--- config.mk ---
export PLATFORM = sky130hd
export DESIGN_NAME = program_loader
export DESIGN_NICKNAME = d
export VERILOG_FILES = /design/src/rtl/program_loader.sv
export SDC_FILE = /design/constraint.sdc
export NUM_CORES = 1
export LEC_CHECK = 0
export CAP_MARGIN = 30
export CORE_UTILIZATION = 23
export CTS_CLUSTER_DIAMETER = 100
export DETAILED_ROUTE_END_ITERATION = 10
export SLEW_MARGIN = 10
export SYNTH_ARGS = -nofsm -noshare
export SYNTH_HDL_FRONTEND = slang
export SYNTH_SLANG_ARGS = --single-unit
--- constraint.sdc ---
create_clock -name clock -period 1.9 [get_ports clock]
set_input_delay 0.19 -clock clock [delete_from_list [all_inputs] [get_ports clock]]
set_output_delay 0.19 -clock clock [all_outputs]
set_load 0.02 [all_outputs]
--- src/rtl/program_loader.sv ---
`default_nettype none
// ============================================================================
// Module   : program_loader
// Purpose  : Streams a DEPTH-word program image into the CPU program memory,
//            then verifies a trailing modulo-2**DATA_W checksum word.
// Revision : 1.0 - initial release
// ============================================================================
module program_loader #(
  parameter int DATA_W = 4,
  parameter int ADDR_W = 3,
  parameter int DEPTH  = 8
) (
  input  logic              clock,
  input  logic              reset,
  input  logic              start,
  input  logic              in_valid,
  input  logic [DATA_W-1:0] in_data,
  output logic              in_ready,
  output logic              mem_we,
  output logic [ADDR_W-1:0] mem_addr,
  output logic [DATA_W-1:0] mem_wdata,
  output logic [ADDR_W:0]   loaded_count,
  output logic              done,
  output logic              error,
  output logic              cpu_run
);

  localparam logic [ADDR_W-1:0] c_last_addr = ADDR_W'(DEPTH - 1);
  localparam logic [ADDR_W-1:0] c_addr_one  = ADDR_W'(1);
  localparam logic [ADDR_W:0]   c_depth     = (ADDR_W + 1)'(DEPTH);
  localparam logic [ADDR_W:0]   c_cnt_one   = (ADDR_W + 1)'(1);

  typedef enum logic [2:0] {
    S_IDLE  = 3'd0,
    S_LOAD  = 3'd1,
    S_CHECK = 3'd2,
    S_DONE  = 3'd3,
    S_ERROR = 3'd4
  } state_t;

  state_t            r_state;
  state_t            w_state_next;
  logic [ADDR_W-1:0] r_addr;
  logic [DATA_W-1:0] r_sum;
  logic              w_xfer;
  logic              w_clear;
  logic              w_load_xfer;

  assign w_xfer = in_valid && in_ready;

  // start overrides everything, including a word presented in the same cycle
  always_comb begin
    w_state_next = r_state;
    w_clear      = 1'b0;
    w_load_xfer  = 1'b0;
    if (start) begin
      w_state_next = S_LOAD;
      w_clear      = 1'b1;
    end else begin
      case (r_state)
        S_LOAD: begin
          if (w_xfer) begin
            w_load_xfer = 1'b1;
            if (r_addr == c_last_addr) w_state_next = S_CHECK;
          end
        end
        S_CHECK: begin
          if (w_xfer) w_state_next = (in_data == r_sum) ? S_DONE : S_ERROR;
        end
        default: w_state_next = r_state;
      endcase
    end
  end

  always_ff @(posedge clock or posedge reset) begin
    if (reset) begin
      r_state <= S_IDLE;
    end else begin
      r_state <= w_state_next;
    end
  end

  // Status outputs are decoded from the next state so they line up with r_state
  always_ff @(posedge clock or posedge reset) begin
    if (reset) begin
      in_ready <= 1'b0;
      done     <= 1'b0;
      error    <= 1'b0;
      cpu_run  <= 1'b0;
    end else begin
      in_ready <= (w_state_next == S_LOAD) || (w_state_next == S_CHECK);
      done     <= (w_state_next == S_DONE);
      error    <= (w_state_next == S_ERROR);
      cpu_run  <= (w_state_next == S_DONE);
    end
  end

  always_ff @(posedge clock or posedge reset) begin
    if (reset) begin
      mem_we    <= 1'b0;
      mem_addr  <= '0;
      mem_wdata <= '0;
    end else begin
      mem_we <= w_load_xfer;
      if (w_load_xfer) begin
        mem_addr  <= r_addr;
        mem_wdata <= in_data;
      end
    end
  end

  always_ff @(posedge clock or posedge reset) begin
    if (reset) begin
      r_addr       <= '0;
      r_sum        <= '0;
      loaded_count <= '0;
    end else if (w_clear) begin
      r_addr       <= '0;
      r_sum        <= '0;
      loaded_count <= '0;
    end else if (w_load_xfer) begin
      r_addr <= r_addr + c_addr_one;
      r_sum  <= r_sum + in_data;
      if (loaded_count != c_depth) loaded_count <= loaded_count + c_cnt_one;
    end
  end

endmodule
`default_nettype wire

Word level (Yosys, flattened, before mapping):

Cells that the tools add are included.

* logic and storage cells: 44
* input bits: 8
* register bits after elaboration: 25

* add/subtract/negate cells: 3
* equality and inequality tests: 9
* reduce and logical (&&, ||, !) cells: 5
* mux-type cells: 17

Operator list (count)
* two-way mux 3 bit: 7
* two-way mux 4 bit: 5
* equality test 3 x 2 -> 1 bit, second input constant: 3
* equality test 3 x 1 -> 1 bit, second input constant: 2
* equality test 3 bit, second input constant: 2
* case mux 3 bit (2 select lines): 1
* adder 4 x 1 -> 4 bit, second input constant: 1
* adder 4 bit: 1
* equality test 4 bit: 1
* two-way mux 1 bit: 4
* inequality test 4 bit, second input constant: 1
* nonzero test 2 bit: 2
* adder 3 x 1 -> 3 bit, second input constant: 1
* AND reduction 2 bit: 1
* logical AND 1 bit: 1
* logical OR 1 bit: 1

Depth between registers and ports, before layout:

* word-level depth: 7
* gate-level depth with buffers: 6
* gate-level depth less buffers: 6

Least setup slack after synthesis:

No wires, ideal clock.

* kind: reg-to-reg
* start point: register r_sum[1]
* end point: register in_ready
* cell stages (with the launch flop): 6
* arrival: 1.580 ns
* buffers on the path: 0
* path slack: 0.200 ns
* library setup time: 0.120 ns
* clock period less this slack: 1.700 ns
* cells stage by stage: dfrtp_1 -> ha_1 -> nor3_1 -> nand4bb_1 -> a211o_1 -> and3_1

* word-level cells in the longest chain between the ends: 7
* elaborated cells on any way between the ends: 8
* those cells by class: 3 x eq/ne; 4 x mux; 1 x reduce/logical

Ends and longest elaborated chain
* from (decl): RTL line 44 `logic [DATA_W-1:0] r_sum;`
* from (signal assigned): RTL line 123 `r_sum <= r_sum + in_data;`
* equality test 4 bit *: RTL line 68 `if (w_xfer) w_state_next = (in_data == r_sum) ? S_DONE : S_ERROR;`
* two-way mux 3 bit * (2 in series): RTL line 68
* case mux 3 bit (2 select lines) *: RTL line 60 `case (r_state)`
* two-way mux 3 bit *: RTL line 56 `if (start) begin`
* equality test 3 x 1 -> 1 bit or equality test 3 x 2 -> 1 bit (tied branches): RTL line 91 `in_ready <= (w_state_next == S_LOAD) || (w_state_next == S_CHECK);`
* logical OR 1 bit *: RTL line 91
* to (signal assigned): RTL line 91
* to (decl): RTL line 18 `output logic in_ready,`

Mark *: on every way between the ends. The rest lies on a longest branch, timed or not.
A chain may end at the register's enable or synchronous reset.

Worst setup path in the final report:

* start point: register r_sum[1]
* end point: register r_sum[3]

* word-level cells in the longest chain between the ends: 3

Ends and longest elaborated chain
* adder 4 bit: RTL line 123
* two-way mux 4 bit: RTL line 121 `end else if (w_load_xfer) begin`
* two-way mux 4 bit: RTL line 117 `end else if (w_clear) begin`

No other way between the ends. The select of a mux whose other input is x is not followed.

==> results.toml <==
[outcome]
outcome = "finished clean"

[timing]
slew_headroom_pct = 78.2
setup_viol = 0
min_period_over_period_pct = 91.8
finClkSkew_ns = 0.00151
period_minus_slack_ns = 1.74
fmax_ghz = 0.573
drv_slew = 0
hold_viol_final = 0
rsz0062_at_grt = "no"
worst_pin_slew_ns = 0.327

[setup_path]
cp.arrival_ns = 1.90
critPathKind = "flop to flop"
r2r-start = "r_sum[1]"
r2r_slack_ns = 0.16
crit_fanout = 3
end_kind = "flop"
reg2reg_depth = 5
worstPathRequired_ns = 2.05
worstSetupStartpointType = "flop"
reg2reg_to = "r_sum[3]"

[floorplan]
pin_count = 24
initial_core_util_pct = 23.8
fp.dieW_um = 77.3
core.rowCount = 27
die_area_mm2 = 0.00598
die_h_um = 77.3
core_mm2 = 0.00547

[clocking]
cts_setup_buffers = 0
htreeDepth = 1
cts_root_buffer = "clkbuf_8"
post_cts_resized = 0
insertion_delay_ns = 0.26
cts_made_buffers = 3
cts.path.max_buffers = 2
hold_buffers = 0
cts_tree = "built"
path_clk_slew_ns = 0.09
cts.sinks = 25

[flow_run]
drv_cap = 0

[global_route]
grt_first_pass_wirelength_um = 4650
antenna_found_initial = 0
grt_util_all_layers_pct = 9.88
grt_max_degree = 26
grt_pass1_vias = 968
overflow = 0

[pwr]
power_density_mw_per_mm2 = 739
leakage_nw = 0.758
ir_drop_mv = 0.387

[routing]
via_count = 955
routedWlPerCell_um = 12.0
drt-total-wl_um = 2650
drtIter0Drc = 92
drc = 0
firstDrtPassIters = 4
postRouteAntennaNets = 0
viasPerCell = 4.32

[finish]
nNetsFinal = 166
area_delta_synth_final_pct = 33.8
drive_above_1_share_pct = 18.1
post-route-util_pct = 31.9
fin_area_mm2 = 0.00175
layout_common_cells = "dfrtp_1, clkdlybuf4s50_1, buf_4"
final_common_cell = "dfrtp_1"
antenna_cells = 0
final_cells = 221

[placement]
placed_cell_area_mm2 = 0.00170
place_congestion = 0.826
portBuffers = 23
placed_cells = 217
dp_hpwl_um = 1900

[yosys]
synth_nets = 130
ys_seq_area_share_pct = 47.9
avgSynthCellArea_um2 = 11.4
synth_edf_count = 0
synth.distinct_cells = 36
synth_ff_type = "dfrtp_1"
syn_area_mm2 = 0.00131
ys_async_sr_fraction_pct = 100
yosys_warnings = 0
synth-seq-cells = 25
synthCells = 114

[min_path]
hp-class = "primary input to asynchronous set/reset pin"
-- state kept, by name (all words and copies together), names as in the netlist --
name          cells
cpu_run           1
error             1
in_ready          1
loaded_count      4
mem_addr          3
mem_wdata         4
mem_we            1
r_addr            3
r_state           3
r_sum             4
-- stage by stage --
stage	power [mW]	TNS, ns	setup slack [ns]	hold WS, ns
2_1_floorplan	0.832	0	0.200	0.217
3_3_place_gp	0.985	-0.151	-0.0722	0.489
3_5_place_dp	0.989	-0.157	-0.0803	0.496
4_1_cts	1.31	0	0.133	0.300
5_1_grt	1.38	0	0.0289	0.320
6_report	1.29	0	0.155	0.277
-- cell usage after synthesis (all sizes together), types with 3 or more instances --
library cell  instances  share of area [%]
nor3                  5                2.8
a21oi                 8                3.1
nand2                 5                1.4
o21ai                 6                2.3
inv                   6                1.7
xnor2                 5                3.4
a211oi                3                1.7
mux2                  8                6.9
ha                    7                6.7
nor2                  9                2.8
dfrtp                25                 48
-- report_power, final --
| group | internal (mW) | total [mW] | switching, mW |
|---|---|---|---|
| clock network | 0.150 | 0.316 | 0.167 |
| logic | 0.185 | 0.351 | 0.166 |
| registers | 0.584 | 0.623 | 0.0392 |
-- cells by family after synthesis --
family	count (synthesis)	synth area share, %
AND/OR/NAND/NOR	30	14.6
AO/OA/AOI/OAI	26	13.7
flip-flops	25	47.9
buffers and inverters	10	3.74
multiplexers	10	8.44
adder cells (fa/ha/maj)	8	8.25
XOR/XNOR	5	3.36
-- how the worst max path moves through the flow --
stage / end / slack (ns) / startpoint
finish: r_sum[3] / 0.16 / r_sum[1]
global route: in_ready / 0.03 / r_sum[1]
CTS: r_sum[3] / 0.13 / r_sum[1]
detailed placement: r_sum[3] / -0.08 / in_data[1]
global placement: r_sum[3] / -0.07 / in_data[1]
floorplan: in_ready / 0.20 / r_sum[1]
-- worst max-delay path: stages, from the launching register on --
cell and delay, ns:
dfrtp_1 0.42, ha_1 0.30, a21o_1 0.16, a21oi_1 0.18, mux2i_1 0.24, mux2_1 0.34
-- final cells by class --
cell class | count | area (µm²)
fillers | 566 | 3730
multi-input cells | 79 | 631
flip-flops and latches | 25 | 626
repair buffers | 35 | 333
well taps | 72 | 90.1
clock buffers | 4 | 45.0
inverters | 6 | 22.5
-- metal layers --
| layer | track usage, % | vias up | share of wire [%] |
|---|---|---|---|
| met5 | 0 | - | 0 |
| met4 | 1.70 | 0 | 0.45 |
| met3 | 2.86 | 2 | 3.9 |
| met2 | 14.7 | 19 | 43 |
| met1 | 14.2 | 458 | 52 |
| li1 | - | 476 | - |
Power figures use the tool's default switching activity.
